$ cat config.mk
export PLATFORM = sky130hd
export DESIGN_NAME = convert_k_stream
export DESIGN_NICKNAME = d
export VERILOG_FILES = /design/src/rtl/convert_k_stream_pkg.sv /design/src/rtl/convert_k_stream.sv
export SDC_FILE = /design/constraint.sdc
export NUM_CORES = 1
export LEC_CHECK = 0
export ABC_CLOCK_PERIOD_IN_PS = 3700
export BUFFER_PORTS_ARGS = -buffer_cell sky130_fd_sc_hd__buf_2
export CAP_MARGIN = 20
export CORE_MARGIN = 8
export CORE_UTILIZATION = 40
export DETAILED_ROUTE_END_ITERATION = 10
export PLACE_DENSITY = 0.62
export SLEW_MARGIN = 20
export SYNTH_ARGS = -nofsm -noshare
export SYNTH_HDL_FRONTEND = slang
export SYNTH_SLANG_ARGS = --single-unit
$ cat constraint.sdc
create_clock -name clk -period 3.7 [get_ports clk]
set_input_delay 1.11 -clock clk [delete_from_list [all_inputs] [get_ports clk]]
set_output_delay 1.11 -clock clk [all_outputs]
set_load 0.005 [all_outputs]
$ cat src/rtl/convert_k_stream_pkg.sv
// Shared definitions for the binary-pixel streaming converters.
// Latency: n/a (types, constants and an elaboration-time helper only).
// Backpressure: n/a.
//
// Contents: default K_ONE/K_ZERO word constants, the 2-state emitter
// encoding, and a clog2 helper that never returns less than 1 so that
// derived index/counter widths stay legal for degenerate sizes.
package convert_k_stream_pkg;

  localparam logic [31:0] K_ONE_DEF  = 32'h0080_0000;
  localparam logic [31:0] K_ZERO_DEF = 32'h0000_0000;

  typedef enum logic {
    IDLE = 1'b0,
    EMIT = 1'b1
  } state_t;

  function automatic int clog2_min1(input int n);
    int r;
    r = 0;
    while ((1 << r) < n) begin
      r = r + 1;
    end
    return (r < 1) ? 1 : r;
  endfunction

endpackage

$ cat src/rtl/convert_k_stream.sv
// Buffers CH-pixel binary beats and emits one DWIDTH-bit word per pixel, LSB pixel first.
// Latency: first word valid the cycle after the accepting edge; 1 word/cycle sustained.
// Backpressure: words held stable while out_ready is low; in_ready only on the final slot.
//
// Ports:
//   clk, rst            clock, synchronous active-high reset
//   in_valid/in_ready   input beat handshake; in_bits (bit 0 first), in_inv sampled with beat
//   out_valid/out_ready output word handshake; out_data is K_ONE or K_ZERO
//   out_idx, out_last   pixel position in frame, high on pixel NPIX-1
//   frame_done          one-cycle pulse after the out_last word is accepted
module convert_k_stream
  import convert_k_stream_pkg::*;
#(
  parameter int                 DWIDTH = 32,
  parameter int                 CH     = 8,
  parameter int                 NPIX   = 784,
  parameter logic [DWIDTH-1:0]  K_ONE  = DWIDTH'(K_ONE_DEF),
  parameter logic [DWIDTH-1:0]  K_ZERO = DWIDTH'(K_ZERO_DEF),
  parameter int                 IDXW   = clog2_min1(NPIX)
) (
  input  logic              clk,
  input  logic              rst,
  input  logic              in_valid,
  output logic              in_ready,
  input  logic [CH-1:0]     in_bits,
  input  logic              in_inv,
  output logic              out_valid,
  input  logic              out_ready,
  output logic [DWIDTH-1:0] out_data,
  output logic [IDXW-1:0]   out_idx,
  output logic              out_last,
  output logic              frame_done
);

  // Slot counter must hold the value CH itself.
  localparam int SW = clog2_min1(CH + 1);

  state_t          state;
  logic [CH-1:0]   shreg;
  logic [SW-1:0]   slots;
  logic [IDXW-1:0] pix_cnt;
  logic [IDXW-1:0] pix_nxt;
  logic [SW-1:0]   load_slots;
  logic            out_fire;
  logic            in_fire;
  logic            last_slot;

  assign out_valid = (state == EMIT);
  assign out_data  = shreg[0] ? K_ONE : K_ZERO;
  assign out_idx   = pix_cnt;
  assign out_last  = (pix_cnt == IDXW'(NPIX - 1));

  assign last_slot = (slots == SW'(1));
  // A new beat may only land when the register is empty or its final
  // pixel leaves this same cycle, which keeps back-to-back beats bubble-free.
  assign in_ready  = !rst && ((state == IDLE) || (out_ready && last_slot));
  assign out_fire  = out_valid && out_ready;
  assign in_fire   = in_valid && in_ready;

  // Pixel position after this cycle's output handshake; a beat loaded in
  // the same cycle is sized against this, not the stale count.
  always_comb begin
    pix_nxt = pix_cnt;
    if (out_fire) begin
      pix_nxt = out_last ? '0 : pix_cnt + IDXW'(1);
    end
  end

  // Emit at most the pixels left in the frame; any surplus bits of a beat
  // straddling the frame end are simply never shifted out.
  always_comb begin
    int rem;
    rem = NPIX - int'(pix_nxt);
    load_slots = (rem < CH) ? SW'(rem) : SW'(CH);
  end

  always_ff @(posedge clk) begin
    if (rst) begin
      state      <= IDLE;
      shreg      <= '0;
      slots      <= '0;
      pix_cnt    <= '0;
      frame_done <= 1'b0;
    end else begin
      frame_done <= out_fire && out_last;
      if (out_fire) begin
        pix_cnt <= pix_nxt;
        shreg   <= shreg >> 1;
        slots   <= slots - SW'(1);
      end
      if (in_fire) begin
        shreg <= in_bits ^ {CH{in_inv}};
        slots <= load_slots;
        state <= EMIT;
      end else if (out_fire && last_slot) begin
        state <= IDLE;
      end
    end
  end

endmodule

==> metrics.csv <==
stage;metric;value;unit
status;run status;finished, final reports clean;
critical_path;signal arrival time at the worst endpoint;3.38;ns
power;Pint;0.0004534;W
detailed_routing;detailed route wirelength on metal3;240;um
detailed_routing;DRC violation count after routing;0;
synthesis;register area share after synthesis;28.61;%
synthesis;asr flop ratio synth;0;%
floorplanning;area enclosed by the die boundary;6527;um2
sta;total count of hold-check failures in the final report;0;
clocking;Inserted Clock Buffers;3;
floorplanning;I/O pin count;59;
synthesis;Yosys top cell by area;sky130_fd_sc_hd__dfxtp_1;
sta;relative slew slack;54.14;%
synthesis;most used flip-flop cell after synthesis;sky130_fd_sc_hd__dfxtp_1;
power;IR drop worst, VDD;0.0001750;V
placement;total instance count after detailed placement;282;
clocking;deepest level of the CTS H-tree;1;
grt;wire length of the first global-routing pass;6.106;mm
min_path;path type of the worst min-delay path;reg -> reg;
synthesis;Warnings, synthesis;0;
synthesis;list of most frequent post-synthesis cells;32 x sky130_fd_sc_hd__buf_4, 25 x sky130_fd_sc_hd__nor2_1, 24 x sky130_fd_sc_hd__dfxtp_1, 24 x sky130_fd_sc_hd__nand2_1, 11 x sky130_fd_sc_hd__xor2_1;
synthesis;Cell Area, Synth;1679;um2
synthesis;average footprint of a synthesized cell;7.958;um2
synthesis;leading cell types by total area after synthesis;sky130_fd_sc_hd__dfxtp_1 29%, sky130_fd_sc_hd__buf_4 14%, sky130_fd_sc_hd__xor2_1 5.7%, sky130_fd_sc_hd__nor2_1 5.6%, sky130_fd_sc_hd__nand2_1 5.4%;
detailed_routing;WL final;3.603;mm
power;cell leakage power;0.7653;nW
synthesis;count of flip-flops with a built-in enable after synthesis;0;
clocking;maximum buffer depth of the clock tree;2;
detailed_routing;mean number of vias per cell;4.885;
power;power share of the combinational group;16.0;%
synthesis;most frequent cell after synthesis;sky130_fd_sc_hd__buf_4;
sta;min Tclk post-route;3.220;ns
detailed_routing;remaining antenna violation count after routing;0;
layout;post-route insts no fill;286;
detailed_routing;sum of met2 wire segment lengths after detailed routing;1.800;mm
grt;remaining global-route overflow;0;
grt;number of global-route vias before repair;1364;
sta;pins over their slew limit;0;
layout;Reg area;480.5;um2
synthesis;synthesized instance count;211;
clocking;total of cells resized after clock tree synthesis;0;
placement;post-DP HPWL;2.867;mm
sta;count of final setup violators;0;
critical_path;critical path class;in -> reg;
layout;ratio of cells with drive above 1 in the final layout;17.37;%
sta;crit share post-route;87.02;%
synthesis;count of different cell masters after synthesis;42;
sta;summed negative setup slack over all endpoints;0;ns
layout;final core utilization;44.88;%
critical_path;kind of launch point of the worst setup path;input pin;
clocking;worst skew pair latency;0.27;ns
floorplanning;Chip Width;80.79;um
clocking;root buffer cell;sky130_fd_sc_hd__clkbuf_8;
layout;post-synthesis to final-layout area growth;7.675;%
detailed_routing;DR vias;1397;
detailed_routing;count of routing violations after the opening detailed-route iteration;76;
power;clock network fraction of design power;38.0;%
synthesis;Seq cells post-synth;24;
flow_run;max-cap violation count;0;
clocking;setup bufs post-CTS;0;
clocking;count of hold-fix buffers inserted at cts;0;
placement;standard cell area after detailed placement;1737;um2
detailed_routing;met1 wire length;1.500;mm
floorplanning;effective utilization at floorplan;41.68;%
floorplanning;number of placement rows;23;
power;Flop pwr share;46.0;%
power;post-route total power;0.0006077;W
layout;layout filler cell count;434;
clocking;clock-pin slew reported for the worst setup and hold paths after clock tree synthesis;0.08;ns
synthesis;post-synth top area share;28.61;%
layout;Final nets;254;
critical_path;CP required;3.86;ns
layout;area of the multi-input gates;1002;um2
clocking;TritonCTS clock tree;done;
floorplanning;Placeable Area;4029;um2
min_path;instance count along the most critical hold path;2;
sta;Final Skew;0.002010;ns
grt;Global Route Usage Sum;11.41;%
critical_path;sort of element at the end of the critical path;register;
sta;slew at the pin closest to its max-slew limit;0.6807;ns
detailed_routing;wire length per cell after detailed routing;12.60;um
power;switching power as a share of total power;25.39;%
sta;unrepaired setup endpoints after global routing;false;
grt;largest net degree at the start of global routing;21;
sta;maximum clock rate;310.6;MHz
grt;antenna violations before repair;0;
placement;number of input and output port buffers inserted;27;
detailed_routing;First-pass DRT Iterations;4;
critical_path;logic depth of the worst register-to-register path;11;
critical_path;maximum fanout along the worst path;7;
floorplanning;y dimension of the die;80.79;um
layout;number of inserted diodes;0;
power;PD cells;336.1;nW/um2
detailed_routing;highest metal layer with signal wires;met4;
clocking;clock sink count;24;
power;switching power;0.0001543;W
placement;placer's final routability congestion estimate;0.7955;
layout;post-route cell area;1808;um2
## flip-flops by register name (all words and copies together), names as in the netlist
register    flops
out_idx        10
shreg           8
slots           4
frame_done      1
out_valid       1
## cells in the final DEF (no fill, tap or decap), types with 2 or more instances in the layout
cell / netlist / routed
sky130_fd_sc_hd__nor4_1: 3 / 3
sky130_fd_sc_hd__xnor2_1: 10 / 10
sky130_fd_sc_hd__buf_4: 32 / 4
sky130_fd_sc_hd__clkbuf_8: 1 / 3
sky130_fd_sc_hd__inv_1: 7 / 7
sky130_fd_sc_hd__a21oi_1: 6 / 6
sky130_fd_sc_hd__nor2_1: 25 / 25
sky130_fd_sc_hd__or3_4: 2 / 2
sky130_fd_sc_hd__xor2_1: 11 / 11
sky130_fd_sc_hd__nor3_1: 5 / 5
sky130_fd_sc_hd__o41ai_1: 2 / 2
sky130_fd_sc_hd__mux2i_1: 3 / 3
sky130_fd_sc_hd__ha_1: 4 / 4
sky130_fd_sc_hd__a311oi_1: 8 / 8
sky130_fd_sc_hd__nand2_1: 24 / 24
sky130_fd_sc_hd__nand4_1: 3 / 3
sky130_fd_sc_hd__conb_1: 1 / 31
sky130_fd_sc_hd__o31a_1: 2 / 2
sky130_fd_sc_hd__nand3_1: 7 / 7
sky130_fd_sc_hd__a31oi_1: 2 / 2
sky130_fd_sc_hd__buf_2: 2 / 27
sky130_fd_sc_hd__dfxtp_1: 24 / 24
sky130_fd_sc_hd__o21ai_0: 4 / 4
## layer usage
layer / up-vias / track usage (%)
li1: 726 / -
met1: 622 / 12.23
met2: 42 / 21.09
met3: 7 / 2.980
met4: 0 / 3.929
met5: - / 0
## worst paths after layout
| kind | start | end | slack [ns] |
|---|---|---|---|
| setup / recovery | out_ready | slots[3] | 0.48 |
| hold reg to reg | shreg[4] | shreg[3] | 0.48 |
| setup reg to reg | out_idx[6] | slots[3] | 0.53 |
| hold / removal | shreg[4] | shreg[3] | 0.48 |
## per-stage QoR
step | hold WS, ns | setup WS (ns)
floorplan | 0.4550 | 0.4606
global placement | 0.4666 | 0.3077
detailed placement | 0.4705 | 0.2335
CTS | 0.4890 | 0.5077
global route | 0.5107 | 0.2630
finish | 0.4848 | 0.4804
## power groups by stage
stage / clock network [W] / logic, W / registers, W
after floorplan: 0 / 0.0000986 / 0.000282
after global placement: 0 / 0.0000957 / 0.000286
after detailed placement: 0 / 0.0000967 / 0.000286
after CTS: 0.000238 / 0.0000974 / 0.000280
after global routing: 0.000245 / 0.000113 / 0.000282
final: 0.000231 / 0.0000971 / 0.000280
## worst max-delay path: stages
cell and delay [ns]:
sky130_fd_sc_hd__buf_2 0.16, sky130_fd_sc_hd__nand4_1 0.13, sky130_fd_sc_hd__nor3_1 0.25, sky130_fd_sc_hd__or2_2 0.18, sky130_fd_sc_hd__ha_1 0.27, sky130_fd_sc_hd__nand2b_1 0.08
sky130_fd_sc_hd__o32a_1 0.29, sky130_fd_sc_hd__o22ai_1 0.20, sky130_fd_sc_hd__xnor2_1 0.19, sky130_fd_sc_hd__a21oi_1 0.10, sky130_fd_sc_hd__o41a_1 0.41
## area by class of cell
class,instances,area share (%)
multi-input cells,170,55.43
flip-flops and latches,24,26.57
repair buffers,31,9.135
well taps,50,3.460
clock buffers,3,2.284
clock inverters,1,1.661
inverters,7,1.453
## cells by family (layout without fill, tap and decap cells)
logic type,after synthesis,after routing,synth area share [%]
and+or+nand+nor,77,77,21.61
buffers and inverters,47,42,18.41
AOI/OAI and AO/OA,33,33,14.76
DFF,24,24,28.61
xor gates and xnor gates,21,21,10.95
adders and majority gates,4,4,2.981
muxes,4,4,2.459
other,1,31,0.2233
No activity file was read; power rests on OpenSTA's default activity.
